<file path="src/rtl/load_store_unit.sv">
// Load/store unit: turns the core's memory strobes into one registered request/acknowledge
// bus transaction, stalls the core while it is outstanding, and extends load data.
module load_store_unit #(
  parameter int TIMEOUT = 16
) (
  input  logic        clk,
  input  logic        reset,
  input  logic        mem_read,
  input  logic        mem_write,
  input  logic [2:0]  funct3,
  input  logic [31:0] addr,
  input  logic [31:0] store_data,
  output logic [31:0] read_data,
  output logic        stall,
  output logic        fault,
  output logic [1:0]  fault_cause,
  output logic        bus_req,
  output logic        bus_we,
  output logic [31:0] bus_addr,
  output logic [31:0] bus_wdata,
  output logic [3:0]  bus_be,
  input  logic        bus_ack,
  input  logic [31:0] bus_rdata,
  output logic [1:0]  dbg_state
);
  // Bus handshake: bus_req rises on entry to BUS and stays high, with bus_we/addr/be/wdata
  // stable, until the cycle in which bus_ack is sampled high or the timeout expires.
  localparam int CW = (TIMEOUT > 1) ? $clog2(TIMEOUT) : 1;

  typedef enum logic [1:0] {IDLE = 2'd0, BUS = 2'd1, DONE = 2'd2} state_t;
  state_t state, state_nxt;

  logic [CW-1:0] cnt;
  logic [2:0]    f3_q;
  logic [1:0]    lo_q;
  logic          access, illegal, misaligned, timeout_hit;
  logic [3:0]    be_nxt;
  logic [31:0]   wdata_nxt, shifted, load_val;

  assign access      = mem_read | mem_write;
  assign timeout_hit = (cnt == CW'(TIMEOUT - 1));
  assign dbg_state   = state;
  // Reset gates stall so an abandoned access releases the core at once.
  assign stall = !reset && ((state == BUS) || ((state == IDLE) && access));

  always_comb begin
    illegal = 1'b0;
    if (mem_write) illegal = funct3[2] | (funct3[1:0] == 2'b11);
    else           illegal = (funct3 == 3'b011) | (funct3[2:1] == 2'b11);
    misaligned = ((funct3[1:0] == 2'b01) && addr[0]) ||
                 ((funct3[1:0] == 2'b10) && (addr[1:0] != 2'b00));
  end

  always_comb begin
    be_nxt    = 4'b1111;
    wdata_nxt = store_data;
    case (funct3[1:0])
      2'b00: begin
        be_nxt    = 4'b0001 << addr[1:0];
        wdata_nxt = {4{store_data[7:0]}};
      end
      2'b01: begin
        be_nxt    = 4'b0011 << {addr[1], 1'b0};
        wdata_nxt = {2{store_data[15:0]}};
      end
      default: ;
    endcase
  end

  always_comb begin
    shifted = bus_rdata >> {lo_q, 3'b000};
    case (f3_q)
      3'b000:  load_val = {{24{shifted[7]}}, shifted[7:0]};
      3'b001:  load_val = {{16{shifted[15]}}, shifted[15:0]};
      3'b100:  load_val = {24'd0, shifted[7:0]};
      3'b101:  load_val = {16'd0, shifted[15:0]};
      default: load_val = shifted;
    endcase
  end

  always_ff @(posedge clk or posedge reset) begin
    if (reset) state <= IDLE;
    else       state <= state_nxt;
  end

  always_comb begin
    state_nxt = state;
    case (state)
      IDLE: if (access) state_nxt = (illegal || misaligned) ? DONE : BUS;
      BUS:  if (bus_ack || timeout_hit) state_nxt = DONE;
      DONE: state_nxt = IDLE;
      default: state_nxt = IDLE;
    endcase
  end

  always_ff @(posedge clk or posedge reset) begin
    if (reset) begin
      read_data   <= '0;
      fault       <= 1'b0;
      fault_cause <= 2'b00;
      bus_req     <= 1'b0;
      bus_we      <= 1'b0;
      bus_addr    <= '0;
      bus_wdata   <= '0;
      bus_be      <= '0;
      cnt         <= '0;
      f3_q        <= '0;
      lo_q        <= '0;
    end else begin
      case (state)
        IDLE: if (access) begin
          if (illegal || misaligned) begin
            fault       <= 1'b1;
            fault_cause <= illegal ? 2'b10 : 2'b01;
            if (!mem_write) read_data <= '0;
          end else begin
            bus_req   <= 1'b1;
            bus_we    <= mem_write;
            bus_addr  <= {addr[31:2], 2'b00};
            bus_be    <= mem_write ? be_nxt : 4'b0000;
            bus_wdata <= mem_write ? wdata_nxt : 32'd0;
            f3_q      <= funct3;
            lo_q      <= addr[1:0];
            cnt       <= '0;
          end
        end
        BUS: begin
          if (bus_ack) begin
            bus_req <= 1'b0;
            if (!bus_we) read_data <= load_val;
          end else if (timeout_hit) begin
            bus_req     <= 1'b0;
            fault       <= 1'b1;
            fault_cause <= 2'b11;
            if (!bus_we) read_data <= '0;
          end else begin
            cnt <= cnt + 1'b1;
          end
        end
        DONE: begin
          fault       <= 1'b0;
          fault_cause <= 2'b00;
        end
        default: ;
      endcase
    end
  end
endmodule
</file>
<file path="config.mk">
export PLATFORM = sky130hd
export DESIGN_NAME = load_store_unit
export DESIGN_NICKNAME = d
export VERILOG_FILES = /design/src/rtl/load_store_unit.sv
export SDC_FILE = /design/constraint.sdc
export NUM_CORES = 1
export LEC_CHECK = 0
export CAP_MARGIN = 20
export CORE_MARGIN = 5
export CORE_UTILIZATION = 41
export CTS_CLUSTER_DIAMETER = 30
export DETAILED_ROUTE_END_ITERATION = 7
export PLACE_DENSITY = 0.86
export RECOVER_POWER = 100
export SLEW_MARGIN = 20
export SYNTH_ARGS = -nofsm -noshare
export SYNTH_HDL_FRONTEND = slang
export SYNTH_SLANG_ARGS = --single-unit
</file>
<file path="constraint.sdc">
create_clock -name clk -period 3.7 [get_ports clk]
set_clock_uncertainty 0.2 [all_clocks]
set_input_delay 0.37 -clock clk [delete_from_list [all_inputs] [get_ports clk]]
set_output_delay 0.37 -clock clk [all_outputs]
set_load 0.005 [all_outputs]
</file>
==> reports/metrics.yaml <==
status:
  status: "finished with violations"
  violations: "capacitance limit, slew limit"
sta:
  setup_viol: 0
  setup_slack_ns: 0.581
  tns_ns: 0
  rsz0062_at_grt: "no"
  clock.fmax_ghz: 0.321
  maxSlewViolCount: 47
  fin_crit_ns: 3.12
  slew_headroom_pct: -34.0
  finalCritPeriodShare_pct: 84.3
  hold_viol: 0
  tightest_slew_ns: 2.00
clock_network:
  post_cts_buffers: 0
  cts-buffers-inserted: 17
  ctsHoldBuffers: 0
  insertion_delay_ns: 0.41
  post_cts_resized: 0
  cts.clk_slew.worst_paths_ns: 0.06
  clkSinkCount: 114
  cts_root_buffer: "clkbuf_16"
  cts_tree: "built"
  cts.path.max_buffers: 2
  cts_max_level: 4
layout:
  nFillCells: 1090
  multi_input_area_um2: 2650
  post-route-util_pct: 61.8
  nets: 838
  fin_area_um2: 8540
  drive_gt1_share_pct: 11.7
  ff_latch_area_um2: 2850
  diodes: 0
  areaGrowthSynthToFinish_pct: 48.4
setup_path:
  r2r_start: "dbg_state[1]"
  crit_family: "buffers and inverters"
  worstReg2RegEnd: "read_data[9]"
  path_depth: 8
  cp_max_fo: 15
  cp-end-kind: "flip-flop"
  cp.required_ns: 3.76
  crit_path_cell_trace: "inv_1, ha_1, inv_1, o211ai_1, clkbuf_1, or2_1, clkbuf_1, o31ai_1"
  start_kind: "flip-flop"
  critPathArrivalTime_ns: 3.17
  cp_num_buf_inv: 4
  crit_path_max_incr_delay_ns: 0.53
  slowest_stage: "or2_1"
  r2r_setup_slack_ns: 0.58
  path_class: "flip-flop to flip-flop"
  r2r_cells: 8
drt:
  routedWlPerCell_um: 18.5
  wl_met1_um: 6520
  wl_met2_um: 8550
  drc: 0
  top_layer: "met4"
  met3WireLength_um: 1680
  viasPerCell: 5.48
  final_antenna_net_count: 0
  wirelength_um: 17100
  first_pass_iters: 5
  vias: 5051
  drt_iter0_markers: 277
yosys:
  synth_largest_area_cell: "dfrtp_1"
  synth-seq-cells: 114
  synthCells: 527
  synth_area_leaders: "dfrtp_1 50%, mux2i_1 7.1%, mux2_2 5.7%"
  syn_area_um2: 5760
  synth_edf_count: 0
  yosysSeqAreaShare_pct: 49.6
  syn_area_per_cell_um2: 10.9
  synth_cell_type_count: 53
  ys_async_sr_fraction_pct: 100
  yosys_warnings: 0
  ys.flop_type: "dfrtp_1"
  synth.top_cell.area_share_pct: 49.6
floorplan:
  std_cell_rows: 43
  core-area_um2: 13800
  die_area_um2: 16500
  initial_utilization_pct: 41.6
  num_io_pins: 212
  die_h_um: 128
  die_x_um: 128
placed_design:
  gp_congestion: 0.878
  port_buffers: 209
  dp_hpwl_um: 12700
  place_ws_ns: 0.697
  post_dp_cell_area_um2: 8000
pwr:
  vdd_drop_max_mv: 0.333
  totalPowerFinal_mw: 6.14
  power.leakage_nw: 3.83
  p_per_area_nw_per_um2: 719
hold_path:
  hold_end: "bus_wdata[27]"
  holdCritStartpoint: "bus_wdata[27]"
  min_path_cells: 2
  hold_path.class: "flip-flop to flip-flop"
global_route:
  grt_pass1_vias: 5333
  antenna_found_initial: 0
  grt_first_pass_wirelength_um: 27200
  grt_overflow: 0
  grt_max_degree: 47
  grt_util_all_layers_pct: 20.8
flow_run:
  max-cap-violations: 1
-- state kept, by name, summed over array words and instances (netlist names) --
register and cells:
f3_q 3, bus_addr 30, lo_q 2, bus_be 4, fault 1, read_data 32
bus_req 1, bus_wdata 32, dbg_state 2, fault_cause 2, bus_we 1, cnt 4
-- cells by family (layout without fill, tap and decap cells) --
kind of cell	Yosys count	after routing	share of synthesized area, %
AO/OA/AOI/OAI	164	164	19.6
other	1	2	0.0651
buffers and inverters	49	262	4.15
AND/OR/NAND/NOR	109	109	9.28
multiplexers	85	85	16.3
adder cells (fa/ha/maj)	5	5	1.09
flip-flops	114	114	49.6
-- metrics by stage --
| stage | cells | hold WS, ns |
|---|---|---|
| 2_1_floorplan | 528 | 0.273 |
| 3_3_place_gp | 890 | 0.266 |
| 3_5_place_dp | 890 | 0.273 |
| 4_1_cts | 921 | 0.200 |
| 5_1_grt | 921 | 0.303 |
| 6_report | 921 | 0.276 |
-- layer usage --
layer  vias up  GRT usage, %
met5         -             0
met4         0          8.46
met3        28          8.18
met2       216          35.0
met1      2462          23.8
li1       2345             -
-- cell usage in the layout (no fill, tap or decap), drive strengths merged, types with 5 or more instances in the layout --
master | netlist | routed
dfrtp | 114 | 114
dlygate4sd3 | 0 | 108
clkdlybuf4s50 | 0 | 101
o21ai | 48 | 48
nand2 | 45 | 45
mux2 | 43 | 43
mux2i | 41 | 41
clkbuf | 17 | 28
a21oi | 26 | 26
nor2 | 22 | 22
o31ai | 18 | 18
a22o | 17 | 17
a211oi | 15 | 15
a31oi | 10 | 10
nor2b | 10 | 10
nand3b | 9 | 9
o2bb2ai | 8 | 8
buf | 24 | 8
inv | 8 | 7
or2 | 7 | 7
ha | 5 | 5
clkinv | 0 | 5
-- area by class of cell --
type                       count  share of cell area (%)
timing repair buffer         223                    25.6
clock buffer                  22                    5.79
inverter                       8                   0.366
clock inverter                 9                    1.22
tap                          180                    2.64
multi-input combinational    365                    31.0
sequential                   114                    33.4
-- cells in the mapped netlist, types with 4 or more instances --
cell type,number
or2_2,5
o2bb2ai_1,8
nand2_1,45
mux2i_1,41
o31ai_2,7
inv_1,8
ha_1,5
buf_2,11
mux2_4,5
nand3b_1,9
buf_1,6
clkbuf_1,17
nor2b_1,10
a22o_1,17
a211oi_1,15
mux2_1,9
buf_6,4
o21ai_0,37
a31oi_1,10
o31ai_1,11
dfrtp_1,114
o21ai_1,11
nor2_1,22
mux2_2,29
a21oi_1,25
-- worst max-delay path by stage --
stage | startpoint | end | slack [ns]
CTS | dbg_state[1] | stall | 0.74
global route | dbg_state[1] | read_data[27] | 0.32
global placement | funct3[0] | read_data[26] | 0.76
floorplan | reset | bus_addr[10] | 0.11
finish | dbg_state[1] | read_data[9] | 0.58
detailed placement | funct3[0] | read_data[8] | 0.70
-- worst register-to-register path, delay by kind of cell, from the launching register on --
kind                     cells  cell delay [ns]
buffers and inverters        4             0.97
AO/OA/AOI/OAI                2             0.36
adder cells (fa/ha/maj)      1             0.46
AND/OR/NAND/NOR              1             0.53
flip-flops                   1             0.44
-- power by group --
group / internal, mW / switching [mW]
registers: 1.70 / 0.310
logic: 1.30 / 1.18
clock network: 1.07 / 0.572
No activity file was read; power rests on OpenSTA's default activity.
